==> src/rtl/vga_bbox_if.sv <==
// VGA video bundle: colours plus the four sync/blank controls travelling with each pixel.
// The master modport drives the stream and the slave modport receives it.
interface vga_bbox_if;
    logic [7:0] r;
    logic [7:0] g;
    logic [7:0] b;
    logic       hs;
    logic       vs;
    logic       sync_n;
    logic       blank_n;

    modport master (output r, g, b, hs, vs, sync_n, blank_n);
    modport slave  (input  r, g, b, hs, vs, sync_n, blank_n);
endinterface

==> src/rtl/vga_bbox_overlay.sv <==
// Per-frame bright-pixel counter and bounding-box tracker.
// It draws the previous frame's box on the video, which passes through with one cycle of latency.
module vga_bbox_overlay #(
    parameter int          WIDTH   = 640,
    parameter int          HEIGHT  = 480,
    parameter int          CNT_W   = 20,
    parameter logic [23:0] BOX_RGB = 24'hFF0000
) (
    input  logic              VGA_CLK,
    input  logic              reset_n,
    vga_bbox_if.slave         i_vga,
    vga_bbox_if.master        o_vga,
    input  logic [7:0]        threshold,
    input  logic              overlay_en,
    output logic [CNT_W-1:0]  hit_count,
    output logic [9:0]        bbox_x0,
    output logic [9:0]        bbox_x1,
    output logic [9:0]        bbox_y0,
    output logic [9:0]        bbox_y1,
    output logic              bbox_empty,
    output logic              stats_valid,
    output logic              frame_err,
    output logic              frame_done
);
    localparam logic [9:0] X_LAST = 10'(WIDTH - 1);
    localparam logic [9:0] Y_END  = 10'(HEIGHT);

    typedef enum logic {S_SYNC_WAIT, S_RUN} state_t;
    state_t r_state, w_state_nxt;

    logic [9:0]       r_x, r_y;
    logic [7:0]       r_thr;
    logic             r_ovl_en;
    logic [CNT_W-1:0] r_acc_cnt;
    logic [9:0]       r_acc_x0, r_acc_x1, r_acc_y0, r_acc_y1;
    logic             r_acc_empty, r_acc_err;
    logic [CNT_W-1:0] r_hit_count;
    logic [9:0]       r_bx0, r_bx1, r_by0, r_by1;
    logic             r_bbox_empty, r_stats_valid, r_frame_err, r_frame_done;
    logic [23:0]      r_o_rgb;
    logic             r_o_hs, r_o_vs, r_o_sync_n, r_o_blank_n;

    logic [7:0]  w_max_rg, w_max;
    logic        w_vs_fall, w_latch, w_active, w_in_frame, w_hit;
    logic        w_perim, w_ovl, w_final_bad;
    logic [23:0] w_out_rgb;

    // The registered vsync output doubles as the previous-vsync sample.
    assign w_vs_fall   = r_o_vs & ~i_vga.vs;
    assign w_latch     = w_vs_fall & (r_state == S_RUN);
    assign w_active    = i_vga.blank_n;
    assign w_in_frame  = (r_y < Y_END);
    assign w_max_rg    = (i_vga.r > i_vga.g) ? i_vga.r : i_vga.g;
    assign w_max       = (w_max_rg > i_vga.b) ? w_max_rg : i_vga.b;
    assign w_hit       = (r_state == S_RUN) & w_active & w_in_frame & (w_max >= r_thr);
    assign w_final_bad = (r_x != 10'd0) | (r_y != Y_END);

    assign w_perim = (((r_x == r_bx0) || (r_x == r_bx1)) && (r_y >= r_by0) && (r_y <= r_by1)) ||
                     (((r_y == r_by0) || (r_y == r_by1)) && (r_x >= r_bx0) && (r_x <= r_bx1));
    assign w_ovl   = r_ovl_en & ~r_bbox_empty & w_active & w_perim;
    assign w_out_rgb = !w_active ? 24'h0 :
                       w_ovl     ? BOX_RGB : {i_vga.r, i_vga.g, i_vga.b};

    always_comb begin
        w_state_nxt = r_state;
        if (w_vs_fall) w_state_nxt = S_RUN;
    end

    always_ff @(posedge VGA_CLK) begin
        if (!reset_n) r_state <= S_SYNC_WAIT;
        else          r_state <= w_state_nxt;
    end

    always_ff @(posedge VGA_CLK) begin
        if (!reset_n) begin
            r_x <= '0; r_y <= '0;
            r_thr <= '0; r_ovl_en <= 1'b0;
            r_acc_cnt <= '0;
            r_acc_x0 <= '1; r_acc_y0 <= '1; r_acc_x1 <= '0; r_acc_y1 <= '0;
            r_acc_empty <= 1'b1; r_acc_err <= 1'b0;
            r_hit_count <= '0;
            r_bx0 <= '0; r_bx1 <= '0; r_by0 <= '0; r_by1 <= '0;
            r_bbox_empty <= 1'b1; r_stats_valid <= 1'b0;
            r_frame_err <= 1'b0; r_frame_done <= 1'b0;
            r_o_rgb <= '0; r_o_hs <= 1'b1; r_o_vs <= 1'b1;
            r_o_sync_n <= 1'b0; r_o_blank_n <= 1'b0;
        end else begin
            r_thr        <= threshold;
            r_ovl_en     <= overlay_en;
            r_o_rgb      <= w_out_rgb;
            r_o_hs       <= i_vga.hs;
            r_o_vs       <= i_vga.vs;
            r_o_sync_n   <= i_vga.sync_n;
            r_o_blank_n  <= i_vga.blank_n;
            r_frame_done <= w_latch;

            if (!i_vga.vs) begin
                r_x <= '0; r_y <= '0;
            end else if (w_active) begin
                if (r_x == X_LAST) begin
                    r_x <= '0;
                    if (r_y != 10'h3FF) r_y <= r_y + 10'd1;
                end else begin
                    r_x <= r_x + 10'd1;
                end
            end

            if (w_latch) begin
                r_hit_count   <= r_acc_cnt;
                r_bx0         <= r_acc_empty ? 10'd0 : r_acc_x0;
                r_bx1         <= r_acc_empty ? 10'd0 : r_acc_x1;
                r_by0         <= r_acc_empty ? 10'd0 : r_acc_y0;
                r_by1         <= r_acc_empty ? 10'd0 : r_acc_y1;
                r_bbox_empty  <= r_acc_empty;
                r_frame_err   <= r_acc_err | w_final_bad;
                r_stats_valid <= 1'b1;
            end

            // Any boundary, including the first one after sync-up, starts a clean accumulation.
            if (w_vs_fall) begin
                r_acc_cnt <= '0;
                r_acc_x0 <= '1; r_acc_y0 <= '1; r_acc_x1 <= '0; r_acc_y1 <= '0;
                r_acc_empty <= 1'b1; r_acc_err <= 1'b0;
            end else if (r_state == S_RUN && w_active) begin
                if (!w_in_frame) begin
                    r_acc_err <= 1'b1;
                end else if (w_hit) begin
                    if (r_acc_cnt != '1) r_acc_cnt <= r_acc_cnt + 1'b1;
                    if (r_x < r_acc_x0) r_acc_x0 <= r_x;
                    if (r_x > r_acc_x1) r_acc_x1 <= r_x;
                    if (r_y < r_acc_y0) r_acc_y0 <= r_y;
                    if (r_y > r_acc_y1) r_acc_y1 <= r_y;
                    r_acc_empty <= 1'b0;
                end
            end
        end
    end

    assign o_vga.r       = r_o_rgb[23:16];
    assign o_vga.g       = r_o_rgb[15:8];
    assign o_vga.b       = r_o_rgb[7:0];
    assign o_vga.hs      = r_o_hs;
    assign o_vga.vs      = r_o_vs;
    assign o_vga.sync_n  = r_o_sync_n;
    assign o_vga.blank_n = r_o_blank_n;

    assign hit_count   = r_hit_count;
    assign bbox_x0     = r_bx0;
    assign bbox_x1     = r_bx1;
    assign bbox_y0     = r_by0;
    assign bbox_y1     = r_by1;
    assign bbox_empty  = r_bbox_empty;
    assign stats_valid = r_stats_valid;
    assign frame_err   = r_frame_err;
    assign frame_done  = r_frame_done;
endmodule

==> src/flat_wrapper.sv <==
// flat-port wrapper written by rule: the top's interface ports become plain ports
module vga_bbox_overlay_flat 
#(
    parameter int          WIDTH   = 640,
    parameter int          HEIGHT  = 480,
    parameter int          CNT_W   = 20,
    parameter logic [23:0] BOX_RGB = 24'hFF0000
)
  (VGA_CLK, reset_n, threshold, overlay_en, hit_count, bbox_x0, bbox_x1, bbox_y0, bbox_y1, bbox_empty, stats_valid, frame_err, frame_done, i_vga_r, i_vga_g, i_vga_b, i_vga_hs, i_vga_vs, i_vga_sync_n, i_vga_blank_n, o_vga_r, o_vga_g, o_vga_b, o_vga_hs, o_vga_vs, o_vga_sync_n, o_vga_blank_n);
  vga_bbox_if i_vga_i ();
  vga_bbox_if o_vga_i ();
  input  logic VGA_CLK;
  input  logic reset_n;
  input  logic [7:0] threshold;
  input  logic overlay_en;
  output logic [CNT_W-1:0] hit_count;
  output logic [9:0] bbox_x0;
  output logic [9:0] bbox_x1;
  output logic [9:0] bbox_y0;
  output logic [9:0] bbox_y1;
  output logic bbox_empty;
  output logic stats_valid;
  output logic frame_err;
  output logic frame_done;
  input wire logic [$bits(i_vga_i.r)-1:0] i_vga_r;
  input wire logic [$bits(i_vga_i.g)-1:0] i_vga_g;
  input wire logic [$bits(i_vga_i.b)-1:0] i_vga_b;
  input wire logic [$bits(i_vga_i.hs)-1:0] i_vga_hs;
  input wire logic [$bits(i_vga_i.vs)-1:0] i_vga_vs;
  input wire logic [$bits(i_vga_i.sync_n)-1:0] i_vga_sync_n;
  input wire logic [$bits(i_vga_i.blank_n)-1:0] i_vga_blank_n;
  output wire logic [$bits(o_vga_i.r)-1:0] o_vga_r;
  output wire logic [$bits(o_vga_i.g)-1:0] o_vga_g;
  output wire logic [$bits(o_vga_i.b)-1:0] o_vga_b;
  output wire logic [$bits(o_vga_i.hs)-1:0] o_vga_hs;
  output wire logic [$bits(o_vga_i.vs)-1:0] o_vga_vs;
  output wire logic [$bits(o_vga_i.sync_n)-1:0] o_vga_sync_n;
  output wire logic [$bits(o_vga_i.blank_n)-1:0] o_vga_blank_n;
  assign i_vga_i.r = i_vga_r;
  assign i_vga_i.g = i_vga_g;
  assign i_vga_i.b = i_vga_b;
  assign i_vga_i.hs = i_vga_hs;
  assign i_vga_i.vs = i_vga_vs;
  assign i_vga_i.sync_n = i_vga_sync_n;
  assign i_vga_i.blank_n = i_vga_blank_n;
  assign o_vga_r = o_vga_i.r;
  assign o_vga_g = o_vga_i.g;
  assign o_vga_b = o_vga_i.b;
  assign o_vga_hs = o_vga_i.hs;
  assign o_vga_vs = o_vga_i.vs;
  assign o_vga_sync_n = o_vga_i.sync_n;
  assign o_vga_blank_n = o_vga_i.blank_n;
  vga_bbox_overlay #(.WIDTH(WIDTH), .HEIGHT(HEIGHT), .CNT_W(CNT_W), .BOX_RGB(BOX_RGB)) u_core (.VGA_CLK(VGA_CLK), .reset_n(reset_n), .i_vga(i_vga_i), .o_vga(o_vga_i), .threshold(threshold), .overlay_en(overlay_en), .hit_count(hit_count), .bbox_x0(bbox_x0), .bbox_x1(bbox_x1), .bbox_y0(bbox_y0), .bbox_y1(bbox_y1), .bbox_empty(bbox_empty), .stats_valid(stats_valid), .frame_err(frame_err), .frame_done(frame_done));
endmodule
==> config.mk <==
export PLATFORM = sky130hd
export DESIGN_NAME = vga_bbox_overlay_flat
export DESIGN_NICKNAME = d
export VERILOG_FILES = /design/src/rtl/vga_bbox_if.sv /design/src/rtl/vga_bbox_overlay.sv /design/src/flat_wrapper.sv
export SDC_FILE = /design/constraint.sdc
export NUM_CORES = 1
export LEC_CHECK = 0
export CAP_MARGIN = 30
export CORE_MARGIN = 3
export CORE_UTILIZATION = 40
export DETAILED_ROUTE_END_ITERATION = 12
export PLACE_DENSITY = 0.71
export SETUP_SLACK_MARGIN = 0.4
export SYNTH_ARGS = -nofsm -noshare
export SYNTH_HDL_FRONTEND = slang
export SYNTH_SLANG_ARGS = --single-unit
==> constraint.sdc <==
create_clock -name VGA_CLK -period 6.3 [get_ports VGA_CLK]
set_input_delay 1.26 -clock VGA_CLK [delete_from_list [all_inputs] [get_ports VGA_CLK]]
set_output_delay 1.26 -clock VGA_CLK [all_outputs]
set_load 0.02 [all_outputs]
==> flow_summary_export.csv <==
group,metric,value,unit
run_status,status,"finished clean",
drt,ant_nets,0,
pwr,p_sw_share,27.0,%
pwr,peakVddDrop,0.150,mV
setup_path,cp_slowest_cell,"clkdlybuf4s50_1",
clock_network,clock_sinks,184,
setup_path,slowest_delay,490,ps
min_path,worstHoldPathType,"reg -> reg",
place,gp_congestion,0.912,
synth,synth_fa_ha_area_share,13.4,%
final_layout,stdcell_area,12700,µm²
clock_network,clkSlewWorstSetupHoldPaths,70,ps
clock_network,clock_latency,440,ps
pwr,intPower,0.00201,W
pwr,seqPwrFrac,43.5,%
final_layout,drive_above_1_share,8.33,%
setup_path,cp.arrival,6150,ps
synth,synth_xor_xnor_area_share,1.57,%
floorplanning,rows,57,
final_layout,layout_common_cells,"dfxtp_1, nand2_1, clkdlybuf4s50_1",
synth,yosys.area_share.simple,21.3,%
timing,tightest_slew,885,ps
synth,yosys-top-cells-area,"dfxtp_1, ha_1, nand2_1, inv_1, a21oi_1",
drt,detailedRoute.firstPassIterationCount,5,
global_route,grt_pass1_wl,43300,µm
timing,setup_violations,0,
timing,final_max_slew_viol_count,0,
floorplanning,dieArea,27000,µm²
synth,synth.avg_cell_area,8.38,µm²
final_layout,final_net_count,1466,
final_layout,final_common_cell,"dfxtp_1",
final_layout,diodes,0,
setup_path,end_kind,"flip-flop",
synth,synthFlopType,"dfxtp_1",
drt,vias,8993,
setup_path,cp.required,6650,ps
timing,fin_crit_sh,92.0,%
setup_path,startpoint,"i_vga_g[2]",
pwr,powerDensity,218,nW/µm²
setup_path,cp_common_cell,"buf_4",
pwr,p_comb_share,16.8,%
synth,ys_seq_area_share,36.8,%
place,placed_area,11700,µm²
timing,fin_hold_ws,458,ps
setup_path,path_cells,"clkdlybuf4s50_1 -> inv_1 -> ha_1 -> o21a_1 -> o21a_1 -> o31a_1 -> buf_4 -> nand3_1 -> nand2_2 -> ha_4 -> nand4_1 -> buf_4 -> a211oi_2 -> buf_4 -> nor3_2 -> a31oi_1 -> ha_1 -> nor2b_1 -> a2111oi_2 -> o21a_2 -> buf_12 -> clkbuf_16 -> o31ai_1 -> a21oi_1",
floorplanning,pin_count,131,
synth,synth-seq-cells,184,
clock_network,cts-buffers-inserted,17,
global_route,grt_max_degree,98,
synth,synth_compound_area_share,16.7,%
clock_network,cts.path.max_buffers,2,
global_route,grt_pass1_vias,8740,
setup_path,cp-start-kind,"primary input",
drt,vias_per_cell,5.43,
synth,syn-instance-count,1195,
clock_network,htreeDepth,4,
timing,fin_crit,5800,ps
timing,maxSlewHeadroom,41.0,%
synth,yosys.area.top_type,"dfxtp_1",
floorplanning,die_height,164,µm
timing,tns,0,ps
place,io_buffers,130,
clock_network,cts-root-buf,"clkbuf_16",
setup_path,crit_buf_inv,7,
final_layout,final_cell_count_no_fill,1657,
pwr,netSwitchingPower,0.000745,W
pwr,p_clk_share,39.7,%
global_route,globalRouteOverflowTotal,0,
synth,async_flop_share,0,%
drt,dr.first_iter.drc_count,583,
setup_path,r2r_slack,3680,ps
synth,yosysTopAreaCellShare,36.8,%
global_route,antenna_found_initial,0,
synth,synth.cell_area,10000,µm²
synth,synth_edf_count,0,
drt,drt_wl_total,27300,µm
place,hpwlAfterDp,18900,µm
final_layout,syn_to_final_growth,26.5,%
clock_network,cts_tree,"yes",
setup_path,critPathKind,"in -> reg",
synth,ys_warn_count,0,
drt,post_drt_wl_per_cell,16.5,µm
timing,fin_skew,13.5,ps
setup_path,r2r_start,"u_core.r_x[0]",
job,max_cap_viol_count,0,
min_path,holdCritStartpoint,"u_core.r_acc_y0[9]",
timing,hold_viol,0,
global_route,grt_usage,19.8,%
floorplanning,fp.dieW,164,µm
synth,synth_top_family_by_area,"simple AND/OR/NAND/NOR gates",
timing,rsz0062_at_grt,"no",
timing,max_freq,173,MHz
setup_path,crit_path_max_fanout,11,
floorplanning,start_util,40.9,%
setup_path,critPathTopFamily,"compound AO/OA/AOI/OAI gates",
floorplanning,core,24500,µm²
synth,synth_cell_type_count,62,
synth,synth_nets,1341,
drt,drc,0,
synth,muxShareOfSynthArea,3.10,%
pwr,p_leak,5.17,nW
place,placed_cells,1613,
final timing paths:
| path | end | depth (start not counted) |
|---|---|---|
| setup / recovery | u_core.r_acc_cnt[16] | 24 |
| hold / removal | u_core.r_acc_y0[9] | 1 |
| setup reg to reg | u_core.r_o_rgb[13] | 9 |
| hold reg to reg | u_core.r_acc_y0[9] | 1 |
cells in the mapped netlist, drive strengths merged, types with 31 or more instances:
library cell and count:
nand2 124, mux2i 31, o21ai 36, a21oi 79, inv 110, clkbuf 46, dfxtp 184, nor3 49
nand4 36, nor2 53, nor2b 45, ha 107, nand3 33
worst register-to-register path: cells and delay by family, from the launching register on:
family | cells | cell delay, ps
buffers and inverters | 2 | 480
adder cells (fa/ha/maj) | 1 | 340
flip-flops | 1 | 510
AO/OA/AOI/OAI | 5 | 1040
AND/OR/NAND/NOR | 1 | 100
what timing repair did:
action,CTS,global route
endpoints found under the setup margin,58,61
gates resized for setup,5,34
pin swaps,0,19
cloned,0,3
buffers inserted,0,8
hold buffers,0,0
flip-flops by register name (all words and copies together) (netlist names), 8 cells and up:
register and count:
u_core.r_o_rgb 24, u_core.hit_count 20, u_core.r_acc_cnt 20, u_core.bbox_x0 10, u_core.bbox_x1 10, u_core.bbox_y0 10
u_core.bbox_y1 10, u_core.r_acc_x0 10, u_core.r_acc_x1 10, u_core.r_acc_y0 10, u_core.r_acc_y1 10, u_core.r_x 10
u_core.r_y 10, u_core.r_thr 8
cell type report:
cell class                 instances  area (µm²)
clock inverter                    11         135
tap                              324         405
sequential                       184        3680
multi-input combinational        833        5780
clock buffer                      21         460
inverter                         112         422
fill                            2223       11800
timing repair buffer             172        1780
power groups by stage:
stage | clock [W] | sequential (W) | combinational (W)
final | 0.00109 | 0.00120 | 0.000464
after CTS | 0.00111 | 0.00120 | 0.000375
after floorplan | 0 | 0.00123 | 0.000216
after detailed placement | 0 | 0.00123 | 0.000368
after global placement | 0 | 0.00123 | 0.000360
after global routing | 0.00115 | 0.00120 | 0.000500
stage by stage:
step / total power [W] / setup WS (ps) / util (%)
floorplan: 0.00145 / 475 / -
global placement: 0.00159 / -4.44 / 47.9
detailed placement: 0.00159 / -163 / 48.0
CTS: 0.00269 / 425 / 50.5
global route: 0.00285 / 274 / 51.8
finish: 0.00276 / 504 / 51.8
per-layer routing:
layer	vias up	track usage (%)	share of wire, %
li1	4455	-	-
met1	4276	24.1	43
met2	222	35.2	50
met3	40	3.18	4.8
met4	0	7.04	2.0
met5	-	0	0
logic make-up after synthesis:
logic type                 count (synthesis)
xor gates and xnor gates                  18
AOI/OAI and AO/OA                        257
and+or+nand+nor                          420
adders and majority gates                107
buffers and inverters                    178
DFF                                      184
muxes                                     31
Power figures use the tool's default switching activity.
